**src/rtl/pmm_scan_ctrl.sv**
```systemverilog
// Purpose: sequences the payload matching engine for one AXI4-Stream tap. Header beats are skipped and payload beats are framed with SOP/EOP. Rule-ID reports are collected and one verdict is emitted per packet.
// Latency: a payload beat reaches payload_in one cycle after it is accepted. The verdict is issued on pmm_done, or after TIMEOUT_CYCLES cycles in WAIT.
// Backpressure: s_axis_tready drops while a payload beat meets pmm_ready=0 and while a verdict is pending. The verdict is held until verdict_ready.
// Optional feature: define PMM_SCAN_STATS_EN to enable the stat_* counters; otherwise those ports are tied to 0.
module pmm_scan_ctrl #(
    parameter int C_S_AXIS_DATA_WIDTH = 256,
    parameter int RULE_ID_WIDTH       = 16,
    parameter int HDR_CNT_WIDTH       = 4,
    parameter int MATCH_CNT_WIDTH     = 8,
    parameter int TIMEOUT_CYCLES      = 1024
) (
    input  logic                           axi_aclk,
    input  logic                           axi_aresetn,
    input  logic [C_S_AXIS_DATA_WIDTH-1:0] s_axis_tdata,
    input  logic                           s_axis_tvalid,
    output logic                           s_axis_tready,
    input  logic                           s_axis_tlast,
    input  logic                           pmm_ready,
    output logic [C_S_AXIS_DATA_WIDTH-1:0] payload_in,
    output logic                           payload_valid,
    output logic                           start_of_packet,
    output logic                           end_of_packet,
    input  logic [RULE_ID_WIDTH-1:0]       rule_id,
    input  logic                           pmm_done,
    input  logic                           ctrl_en,
    input  logic [HDR_CNT_WIDTH-1:0]       hdr_words,
    output logic                           verdict_valid,
    input  logic                           verdict_ready,
    output logic [RULE_ID_WIDTH-2:0]       verdict_rule_id,
    output logic                           verdict_match,
    output logic [MATCH_CNT_WIDTH-1:0]     verdict_count,
    output logic [1:0]                     verdict_flags,
    output logic [31:0]                    stat_pkts,
    output logic [31:0]                    stat_match_pkts,
    output logic [31:0]                    stat_timeouts
);

    localparam int TO_W = $clog2(TIMEOUT_CYCLES + 1);
    localparam logic [HDR_CNT_WIDTH-1:0]   BEAT_MAX  = {HDR_CNT_WIDTH{1'b1}};
    localparam logic [MATCH_CNT_WIDTH-1:0] MATCH_MAX = {MATCH_CNT_WIDTH{1'b1}};
    localparam logic [TO_W-1:0]            TO_LAST   = TO_W'(TIMEOUT_CYCLES - 1);

    typedef enum logic [1:0] {S_IDLE, S_PKT, S_WAIT, S_REPORT} state_t;

    state_t                     state, state_nxt;
    logic                       en_lat;
    logic [HDR_CNT_WIDTH-1:0]   hdr_lat;
    logic [HDR_CNT_WIDTH-1:0]   beat_cnt;
    logic [HDR_CNT_WIDTH-1:0]   beat_idx;
    logic                       payload_seen;
    logic [TO_W-1:0]            to_cnt;
    logic [MATCH_CNT_WIDTH-1:0] match_cnt;
    logic [RULE_ID_WIDTH-2:0]   first_id;
    logic [1:0]                 flags;

    logic in_idle, in_hdr, beat_acc, last_acc, pay_acc, match_hit, to_expired, verdict_hs;

    // Beat-0 index is forced to zero in IDLE so a stale count never leaks into a new packet
    assign in_idle    = (state == S_IDLE);
    assign beat_idx   = in_idle ? '0 : beat_cnt;
    assign in_hdr     = (beat_idx < hdr_lat);
    assign beat_acc   = s_axis_tvalid & s_axis_tready;
    assign last_acc   = beat_acc & s_axis_tlast;
    assign pay_acc    = beat_acc & ~in_hdr;
    assign match_hit  = ((state == S_PKT) || (state == S_WAIT)) & rule_id[RULE_ID_WIDTH-1];
    assign to_expired = (to_cnt == TO_LAST);
    assign verdict_hs = (state == S_REPORT) & verdict_ready;

    // State register
    always_ff @(posedge axi_aclk or negedge axi_aresetn) begin
        if (!axi_aresetn) state <= S_IDLE;
        else              state <= state_nxt;
    end

    // Next-state: header-only packets skip WAIT since the PMM never saw them
    always_comb begin
        state_nxt = state;
        case (state)
            S_IDLE, S_PKT: begin
                if (last_acc)      state_nxt = in_hdr ? S_REPORT : S_WAIT;
                else if (beat_acc) state_nxt = S_PKT;
            end
            S_WAIT:   if (pmm_done || to_expired) state_nxt = S_REPORT;
            S_REPORT: if (verdict_ready)          state_nxt = S_IDLE;
            default:  state_nxt = S_IDLE;
        endcase
    end

    // Outputs: tready gated by the latched enable; verdict fields only visible in REPORT
    always_comb begin
        s_axis_tready   = en_lat & ((state == S_IDLE) || (state == S_PKT)) & (in_hdr | pmm_ready);
        verdict_valid   = (state == S_REPORT);
        verdict_rule_id = verdict_valid ? first_id : '0;
        verdict_match   = verdict_valid & (match_cnt != '0);
        verdict_count   = verdict_valid ? match_cnt : '0;
        verdict_flags   = verdict_valid ? flags : 2'b00;
    end

    // Config snapshot: tracks the registers while idle, frozen from the first accepted beat
    always_ff @(posedge axi_aclk or negedge axi_aresetn) begin
        if (!axi_aresetn) begin
            en_lat  <= 1'b0;
            hdr_lat <= '0;
        end else if (in_idle && !beat_acc) begin
            en_lat  <= ctrl_en;
            hdr_lat <= hdr_words;
        end
    end

    // Beat counting and payload forwarding to the PMM with SOP/EOP framing
    always_ff @(posedge axi_aclk or negedge axi_aresetn) begin
        if (!axi_aresetn) begin
            beat_cnt        <= '0;
            payload_seen    <= 1'b0;
            payload_in      <= '0;
            payload_valid   <= 1'b0;
            start_of_packet <= 1'b0;
            end_of_packet   <= 1'b0;
        end else begin
            if (beat_acc) beat_cnt <= (beat_idx == BEAT_MAX) ? BEAT_MAX : beat_idx + 1'b1;
            if (pay_acc) begin
                payload_in   <= s_axis_tdata;
                payload_seen <= 1'b1;
            end else if (verdict_hs) begin
                payload_seen <= 1'b0;
            end
            payload_valid   <= pay_acc;
            start_of_packet <= pay_acc & ~payload_seen;
            end_of_packet   <= pay_acc & s_axis_tlast;
        end
    end

    // Match collection, timeout counting and verdict flags; cleared on the verdict handshake
    always_ff @(posedge axi_aclk or negedge axi_aresetn) begin
        if (!axi_aresetn) begin
            to_cnt    <= '0;
            match_cnt <= '0;
            first_id  <= '0;
            flags     <= 2'b00;
        end else begin
            to_cnt <= (state == S_WAIT) ? to_cnt + 1'b1 : '0;
            if (verdict_hs) begin
                match_cnt <= '0;
                first_id  <= '0;
                flags     <= 2'b00;
            end else begin
                if (match_hit) begin
                    if (match_cnt == '0)       first_id  <= rule_id[RULE_ID_WIDTH-2:0];
                    if (match_cnt != MATCH_MAX) match_cnt <= match_cnt + 1'b1;
                end
                if ((state == S_WAIT) && !pmm_done && to_expired) flags[0] <= 1'b1;
                if (last_acc && in_hdr)                           flags[1] <= 1'b1;
            end
        end
    end

`ifdef PMM_SCAN_STATS_EN
    // Wrapping per-verdict statistics
    always_ff @(posedge axi_aclk or negedge axi_aresetn) begin
        if (!axi_aresetn) begin
            stat_pkts       <= '0;
            stat_match_pkts <= '0;
            stat_timeouts   <= '0;
        end else if (verdict_hs) begin
            stat_pkts <= stat_pkts + 32'd1;
            if (match_cnt != '0) stat_match_pkts <= stat_match_pkts + 32'd1;
            if (flags[0])        stat_timeouts   <= stat_timeouts + 32'd1;
        end
    end
`else
    assign stat_pkts       = '0;
    assign stat_match_pkts = '0;
    assign stat_timeouts   = '0;
`endif

endmodule
```
**config.mk**
```make
export PLATFORM = sky130hd
export DESIGN_NAME = pmm_scan_ctrl
export DESIGN_NICKNAME = d
export VERILOG_FILES = /design/src/rtl/pmm_scan_ctrl.sv
export SDC_FILE = /design/constraint.sdc
export NUM_CORES = 1
export LEC_CHECK = 0
export BUFFER_PORTS_ARGS = -buffer_cell sky130_fd_sc_hd__clkbuf_2
export CAP_MARGIN = 20
export CORE_AREA = 2 2 262 264
export DETAILED_ROUTE_END_ITERATION = 8
export DIE_AREA = 0 0 264 266
export PLACE_DENSITY = 0.48
export SYNTH_ARGS = -nofsm -noshare
export SYNTH_HDL_FRONTEND = slang
export SYNTH_SLANG_ARGS = --single-unit
```
**constraint.sdc**
```tcl
create_clock -name axi_aclk -period 6 [get_ports axi_aclk]
set_input_delay 1.2 -clock axi_aclk [delete_from_list [all_inputs] [get_ports axi_aclk]]
set_output_delay 1.2 -clock axi_aclk [all_outputs]
set_load 0.02 [all_outputs]
```
==> metrics, run 1 <==
multi-input logic area between 4000 and 5000 sq um; Global Route met3 Usage 0.0409; Yosys cell types 51; crit path to s_axis_tready; Remaining DRCs 0; via count between 9000 and 10000; Post-Layout Inst Area roughly 18000 sq um; arrival time worst endpoint roughly 3200 ps; Sink Count ~300; Main synth FF type dfrtp_1; FF/Latch Area 7680 sq um; Core Area 67700 sq um; TritonCTS clock tree built; First-pass DRT Iterations 4; Post-Synthesis Cells 910; max-slew violations 0; Synth Area in Adders 0.00951; Starting Density 0.194; largest net degree at the start of global routing between 100 and 150; Power Total 9.88 mW; CP startpoint state[1]; Max Cap Viol 0; Die Y roughly 270 um; clock root buffer clkbuf_16; cell count of the worst reg-to-reg path 10; Leak around 9.0 nW; status completed; I/O pins 667; Top Usage Layer GRT met2; r2r setup slk 2060 ps; postcts setup bufs 0; Die W about 260 um; Worst VDD drop ~0.21 mV; Compound-Gate Fraction of Synth Area 0.0201; sequential fraction of the synthesis area 0.584; Syn Area/Cell approximately 14 sq um; mux cell area share after synthesis 0.239; die area 70200 sq um; Overflow after GRT 0; clock transition at the registers of the reported paths about 50 ps; Cell Area, Synth 13200 sq um; Slew HR 0.297; Yosys reg bits 307; share of cells above drive strength 1 0.462; Slew @ Worst Pin approximately 1100 ps; unrepaired setup endpoints after global routing no; CTS Hold Bufs 0; yosys warns 0; Final Util 0.262; Layout area overhead 35.0%; grt met1 use 0.110; Crit Reg-Reg Endpoint payload_in[164]; final number of setup-violating endpoints 0; CTS Buf Count 39; Port Buf Inserts 570; drt first-iter violations 363; Total Wirelength about 36000 um; fin crit share 0.730; final clock skew 11.7 ps; Cell Rows 96; DP Wirelength roughly 28000 um; dpl cell area between 15000 and 20000 sq um; Final Hold Viols 0; CP Max Fanout 10; P per Cell Area between 500 and 600 nW/um^2; xor/xnor share of the synthesized area 0.00666; largest family of logic cells by synthesized area multiplexers; largest cells by area after synthesis dfrtp_1 58%, mux2_1 18%, buf_4 5.8%, mux2_2 4.7%, buf_8 2.3%; H-tree levels 2; Tmin final around 4400 ps; clock tree buffer depth 3; Worst Path Required roughly 4800 ps; antenna violations before repair 2; Max Fclk roughly 230 MHz; Final Wtd Congestion between 0.7 and 0.8; nets@finish around 1800; first-pass GRT wire length roughly 55000 um; Hold Crit Class flip-flop to flip-flop; GR Layer Usage met2 0.169; crit path capture type output pin; RR Startpoint state[1]; drt wl/cell approximately 15 um; Total GRT Usage 0.0982; Fillers 7174; post-route ant nets 0; Post-CTS Resized 0; Startpoint Class flip-flop; vias in the first global route around 9300; Synth Area in Simple Gates 0.0485; async set-reset flop share out of synthesis 1.00; Post-synth EDFFs 0; Synth top area share 0.584; total negative slack 0 ps; vias per std cell ~3.7; Worst-Skew Late Latency 540 ps; area leader, netlist dfrtp_1; Crit Path Class flip-flop to output pin
==> state kept, by name, summed over array words and instances (netlist names) <==
name	cells
beat_cnt	4
en_lat	1
end_of_packet	1
first_id	15
flags	2
hdr_lat	4
match_cnt	8
payload_in	256
payload_seen	1
payload_valid	1
start_of_packet	1
state	2
to_cnt	11
==> metrics by stage <==
stage | hold WS (ps) | std cells | worst slack, ps
2_1_floorplan | 413 | 1005 | 2710
3_3_place_gp | 449 | 2337 | 2130
3_5_place_dp | 455 | 2337 | 2070
4_1_cts | 464 | 2403 | 1600
5_1_grt | 482 | 2405 | 1460
6_report | 464 | 2405 | 1620
==> cells in the mapped netlist (all sizes together) (2+ instances only) <==
master and n:
and2 34, nand2 13, nor2 33, o21ai 8
inv 10, or3 3, clkbuf 7, xor2 4
o21a 2, o22ai 3, a31oi 7, o211ai 3
nand3 9, mux2i 18, nand4 4, mux2 263
and3 3, buf 128, ha 10, a2bb2oi 2
nor2b 5, nand2b 2, nor4 2, a21boi 3
xnor2 6, a21oi 3, nor3 4, dfrtp 307
==> cells by family after synthesis <==
group / after synthesis
adder cells (fa/ha/maj): 10
XOR/XNOR: 10
multiplexers: 281
AND/OR/NAND/NOR: 117
AO/OA/AOI/OAI: 39
buffers and inverters: 145
other: 1
flip-flops: 307
==> critical path, stage by stage, from the launching register on <==
cell and delay [ps]:
dfrtp_1 400, inv_1 170, ha_1 420, nor2b_1 140, ha_1 210, nand2b_1 140, o22ai_1 240, o21a_1 450
o221a_2 290, clkbuf_2 180
==> layout make-up <==
cell class,instances,share of cell area
flip-flops and latches,307,0.432
multi-input cells,553,0.260
repair buffers,585,0.170
clock buffers,56,0.0649
well taps,882,0.0621
clock inverters,10,0.00789
inverters,10,0.00211
diodes,2,0.000282
==> layout by cell type, fill, tap and decap left out, drive strengths merged, types with 2 or more instances in the layout <==
cell type and count:
o211ai 3, and3 3, ha 10, diode 2, conb 96, clkbuf 625, a2bb2oi 2, o21a 2
dfrtp 307, buf 16, a31oi 7, nor4 2, a21oi 3, nand3 9, nand4 4, o21ai 8
a21boi 3, mux2 263, nor2b 5, clkinv 4, mux2i 18, nor3 4, nand2b 2, clkinvlp 3
o22ai 3, bufinv 3, nor2 33, xnor2 6, and2 34, nand2 13, or3 3, inv 10
xor2 4
==> per-layer routing <==
layer	routed length [um]	part of all wire	vias up
met3	3520	0.097	50
met4	873	0.024	0
met2	18100	0.50	406
met5	0	0	-
met1	13700	0.38	4418
li1	-	-	4135
==> how the worst min path moves through the flow <==
stage	cells past startpoint	endpoint	start	slack, ps
final	1	to_cnt[0]	to_cnt[0]	460
after detailed placement	1	to_cnt[0]	to_cnt[0]	460
after CTS	1	to_cnt[0]	to_cnt[0]	460
after global routing	1	to_cnt[0]	to_cnt[0]	480
after global placement	1	to_cnt[0]	to_cnt[0]	450
after floorplan	1	start_of_packet	payload_seen	410
==> power by group <==
group / leakage, nW / internal, mW / total, mW / switching (mW)
registers: 3.74 / 3.06 / 3.57 / 0.509
logic: 4.62 / 1.54 / 3.97 / 2.43
clock network: 0.624 / 1.46 / 2.34 / 0.883
total: 8.99 / 6.06 / 9.88 / 3.83
(Power assumes the default switching activity.)
==> run 2, diff against run 1 <==
--- a/config.mk
+++ b/config.mk
@@ -10,7 +10,7 @@
 export CORE_AREA = 2 2 262 264
 export DETAILED_ROUTE_END_ITERATION = 8
 export DIE_AREA = 0 0 264 266
-export PLACE_DENSITY = 0.48
+export PLACE_DENSITY = 0.49
 export SYNTH_ARGS = -nofsm -noshare
 export SYNTH_HDL_FRONTEND = slang
 export SYNTH_SLANG_ARGS = --single-unit
==> constraint.sdc (replaced) <==
create_clock -name axi_aclk -period 4 [get_ports axi_aclk]
set_input_delay 0.8 -clock axi_aclk [delete_from_list [all_inputs] [get_ports axi_aclk]]
set_output_delay 0.8 -clock axi_aclk [all_outputs]
set_load 0.02 [all_outputs]
==> run 2 against run 1 <==
Flip-flop and latch count is the same. Combinational power is 51% higher. Clock power up 47%. Clock-buffer cell count grew 6. Wire length up 0.78%. First-iteration DRC count increased by 2.5%. Register-to-register slack worse by 1300 ps. Critical endpoint unchanged. Highest routed layer unchanged.
==> metrics, run 2 (synthesis results as in run 1) <==
status completed (unchanged); Post-CTS Resized 1 (was 0); nets@finish 1802 (was 1790); Worst Path Required 3200 ps (was 4800 ps); Hold Crit Class primary input to asynchronous set/reset pin (was flip-flop to flip-flop); RR Startpoint state[1] (unchanged); Place WS 589 ps (was 2070 ps); Worst-Skew Late Latency 530 ps (was 540 ps); commonest non-fill, non-tap cell in the layout clkbuf_2 (unchanged); Biggest register payload_in (unchanged); Layout area overhead 36.1% (was 35.0%); grt met1 use 0.111 (was 0.110); Crit Path Class flip-flop to output pin (unchanged); final number of setup-violating endpoints 0 (unchanged); Worst VDD drop 0.332 mV (was 0.212 mV); fin crit share 0.935; clock root buffer clkbuf_16 (unchanged); Tmin final around 3700 ps; vias in the first global route 9572 (was 9318); arrival time worst endpoint 2940 ps (was 3180 ps); Hold Slack 289 ps (was 464 ps); GR Layer Usage met2 0.172 (was 0.169); final worst slack 258 ps (was 1620 ps); commonest cells after routing, fill and taps aside 569 x clkbuf_2, 307 x dfrtp_1, 207 x mux2_1, 96 x conb_1, 55 x mux2_2 (unchanged); Die W 264 um (unchanged); die area 70200 sq um (unchanged); via count 9034 (was 9009); Remaining DRCs 0 (unchanged); first-pass GRT wire length 55500 um (was 54600 um); vias per std cell 3.74 (was 3.75); total negative slack 0 ps (unchanged); Die Y 266 um (unchanged); CP startpoint state[1] (unchanged); Slew HR 0.366 (was 0.297); P per Cell Area 827 nW/um^2 (was 556 nW/um^2); unrepaired setup endpoints after global routing no (unchanged); Total GRT Usage 0.0995 (was 0.0982); Sink Count 307 (unchanged); drt first-iter violations 372 (was 363); Startpoint Class flip-flop (unchanged); Final Wtd Congestion 0.781 (was 0.747); Final Hold Viols 0 (unchanged); r2r setup slk 780 ps (was 2060 ps); Top Usage Layer GRT met2 (unchanged); H-tree levels 2 (unchanged); crit path capture type output pin (unchanged); CTS Hold Bufs 0 (unchanged); I/O pins 667 (unchanged); top flop regs payload_in: 256 flops, first_id: 15 flops, to_cnt: 11 flops (unchanged); CP Max Fanout 10 (unchanged); post-route ant nets 0 (unchanged); Global Route met3 Usage 0.0389 (was 0.0409); First-pass DRT Iterations 6 (was 4); postcts setup bufs 0 (unchanged); ant diodes 0 (was 2); Total Wirelength 36500 um (was 36200 um); clock tree buffer depth 3 (unchanged); Overflow after GRT 0 (unchanged); Starting Density 0.194 (unchanged); antenna violations before repair 0 (was 2); clock transition at the registers of the reported paths 60 ps (was 50 ps); max-slew violations 0 (unchanged); Max Fclk roughly 270 MHz; share of cells above drive strength 1 0.467 (was 0.462); TritonCTS clock tree built (unchanged); Fillers 7175 (was 7174); largest net degree at the start of global routing 104 (was 113); Cell Rows 96 (unchanged); DP Wirelength 28100 um (was 27700 um); drt wl/cell 15.1 um (about the same); Slew @ Worst Pin 950 ps (was 1050 ps); CTS Buf Count 38 (was 39); Max Cap Viol 0 (unchanged); Leak 9.07 nW (was 8.99 nW); max reg flops 256 (unchanged); Port Buf Inserts 570 (unchanged); Core Area 67700 sq um (unchanged); final clock skew 9.45 ps (was 11.7 ps)
## run 2: critical path, cell delays in order, from the launching register on
cell and delay [ps]:
dfrtp_1 400, inv_1 170, ha_2 330, nor2_1 80, ha_1 300, nor4bb_1 350, nor2_1 120, o21a_2 220
o221a_2 260, clkbuf_2 160
## run 2: layer usage
metal  vias up  wire [um]
li1       4149          -
met1      4426      14000
met3        51       3450
met4         0        999
met2       408      18000
met5         -          0
## run 2: worst paths after layout
check / cells past startpoint / to
max: 9 / s_axis_tready
min: 1 / payload_in[144]
max reg2reg: 11 / payload_in[47]
min reg2reg: 1 / to_cnt[0]
max in group asynchronous: 2 / payload_in[56]
min in group axi_aclk: 1 / to_cnt[0]
## run 2: stage by stage
| stage | area, sq um | util | power (mW) | cells |
|---|---|---|---|---|
| floorplan | 13500 | - | 9.34 | 1005 |
| global placement | 16600 | 0.245 | 11.4 | 2348 |
| detailed placement | 16600 | 0.245 | 11.5 | 2348 |
| CTS | 17900 | 0.264 | 15.1 | 2416 |
| global route | 17900 | 0.264 | 15.8 | 2418 |
| finish | 17900 | 0.264 | 14.8 | 2418 |
## run 2: cell type report
cell class,count,area (sq um),area share
Tap cell,882,1100,0.0616
Sequential cell,307,7680,0.429
Inverter,10,37.5,0.00210
Timing Repair Buffer,598,3190,0.178
Clock inverter,6,61.3,0.00342
Multi-Input combinational cell,553,4620,0.258
Clock buffer,62,1210,0.0678
## run 2: power by group
group | switching [mW] | internal, mW
combinational | 3.63 | 2.36
sequential | 0.786 | 4.59
clock | 1.32 | 2.13
==> run 3, diff against run 2 <==
--- a/config.mk
+++ b/config.mk
@@ -7,10 +7,11 @@
 export LEC_CHECK = 0
 export BUFFER_PORTS_ARGS = -buffer_cell sky130_fd_sc_hd__clkbuf_2
 export CAP_MARGIN = 20
-export CORE_AREA = 2 2 262 264
+export CORE_AREA = 2 2 256 258
 export DETAILED_ROUTE_END_ITERATION = 8
-export DIE_AREA = 0 0 264 266
-export PLACE_DENSITY = 0.49
+export DIE_AREA = 0 0 258 260
+export PLACE_DENSITY = 0.51
+export SKIP_CTS_REPAIR_TIMING = 1
 export SYNTH_ARGS = -nofsm -noshare
 export SYNTH_HDL_FRONTEND = slang
 export SYNTH_SLANG_ARGS = --single-unit
==> run 3 against run 2 <==
Critical path depth unchanged. Clock skew increased by 1.1 ps. Wire length is 0.81% lower. Maximum frequency about the same. Critical endpoint unchanged. Highest routed layer unchanged.
==> metrics, run 3 (synthesis results as in run 1) <==
CP Max Fanout 10 (unchanged); Final Hold Viols 0 (unchanged); P per Cell Area 828 nW/um^2 (was 827 nW/um^2); Port Buf Inserts 570 (unchanged); ant diodes 0 (unchanged); Worst-Skew Late Latency 540 ps (was 530 ps); vias in the first global route 9382 (was 9572); first-pass GRT wire length 53800 um (was 55500 um); clock transition at the registers of the reported paths 60 ps (about the same); Final Wtd Congestion 0.807 (was 0.781); nets@finish 1790 (was 1802); final clock skew 10.5 ps (was 9.45 ps); status completed (unchanged); Max Cap Viol 0 (unchanged); Worst Path Required 3200 ps (about the same); max-slew violations 0 (unchanged); total negative slack 0 ps (unchanged); RR Startpoint state[1] (unchanged); fin crit share 0.935 (about the same); die area 67100 sq um (was 70200 sq um); largest net degree at the start of global routing 99 (was 104); share of cells above drive strength 1 0.464 (was 0.467); TritonCTS clock tree built (unchanged); crit path capture type output pin (unchanged); Startpoint Class flip-flop (unchanged); clock root buffer clkbuf_16 (unchanged); Layout area overhead 34.9% (was 36.1%); final number of setup-violating endpoints 0 (unchanged); multi-input logic area 4630 sq um (was 4620 sq um); Slew HR 0.342 (was 0.366); unrepaired setup endpoints after global routing no (unchanged); Overflow after GRT 0 (unchanged); dpl cell area 16500 sq um (was 16600 sq um); Total GRT Usage 0.101 (was 0.0995); Power Total 14.7 mW (was 14.8 mW); drt first-iter violations 325 (was 372); Worst VDD drop 0.440 mV (was 0.332 mV); Remaining DRCs 0 (unchanged); Slew @ Worst Pin 986 ps (was 950 ps); commonest non-fill, non-tap cell in the layout clkbuf_2 (unchanged); I/O pins 667 (unchanged); via count 8885 (was 9034); Final Util 0.277 (was 0.264); DP Wirelength 27900 um (was 28100 um); commonest cells after routing, fill and taps aside 569 x clkbuf_2, 307 x dfrtp_1, 207 x mux2_1, 96 x conb_1, 55 x mux2_2 (unchanged); Hold Slack 296 ps (was 289 ps); Hold Crit Class primary input to asynchronous set/reset pin (unchanged); post-route ant nets 0 (unchanged); Post-Layout Inst Area 17700 sq um (was 17900 sq um); Sink Count 307 (unchanged); Cell Rows 93 (was 96); CP startpoint state[1] (unchanged); FF/Latch Area 7680 sq um (unchanged); CTS Buf Count 36 (was 38); Leak 8.99 nW (was 9.07 nW); Max Fclk 267 MHz (about the same); Core Area 64100 sq um (was 67700 sq um); Fillers 6723 (was 7175); antenna violations before repair 0 (unchanged); max reg flops 256 (unchanged); First-pass DRT Iterations 6 (unchanged); vias per std cell 3.74 (about the same); top flop regs payload_in: 256 flops, first_id: 15 flops, to_cnt: 11 flops (unchanged); Tmin final 3740 ps (about the same); arrival time worst endpoint 2940 ps (about the same); H-tree levels 2 (unchanged); Die Y 260 um (was 266 um); Die W 258 um (was 264 um); Crit Path Class flip-flop to output pin (unchanged); Starting Density 0.205 (was 0.194); Total Wirelength 36200 um (was 36500 um); Biggest register payload_in (unchanged); drt wl/cell 15.2 um (was 15.1 um); clock tree buffer depth 3 (unchanged)
## run 3: power by group
group          leakage (nW)  total (mW)  internal (mW)  switching (mW)
logic                  4.65        5.96           2.35            3.61
clock network         0.592        3.31           2.01            1.30
registers              3.74        5.43           4.59           0.835
## run 3: metrics by stage
step,instances,worst slack (ps)
floorplan,1005,1110
global placement,2313,672
detailed placement,2313,598
CTS,2376,38.1
global route,2376,86.9
finish,2376,259
## run 3: final timing paths
kind	end	slack, ps	cells after the start
max in group asynchronous	payload_valid	2730	2
min in group axi_aclk	to_cnt[0]	470	1
worst max-delay path	s_axis_tready	260	9
worst min register to register	to_cnt[0]	470	1
worst max register to register	payload_in[23]	750	11
worst min-delay path	payload_in[36]	300	1
## run 3: cell type report
type | count | share of cell area
clock buffer | 53 | 0.0612
clock inverter | 10 | 0.00642
inverter | 10 | 0.00212
multi-input combinational | 553 | 0.261
sequential | 307 | 0.433
tap | 855 | 0.0603
timing repair buffer | 588 | 0.176
## run 3: critical path: stages, from the launching register on
cell and delay [ps]:
dfrtp_1 400, inv_1 190, ha_4 230, nor2_1 70
ha_1 310, nor4bb_1 380, nor2_1 100, o21a_1 270
o221a_2 300, clkbuf_2 150
## run 3: routing by layer
metal,GRT usage,part of all wire
met2,0.180,0.51
met3,0.0293,0.072
met5,0,0
met1,0.116,0.39
met4,0.0363,0.026
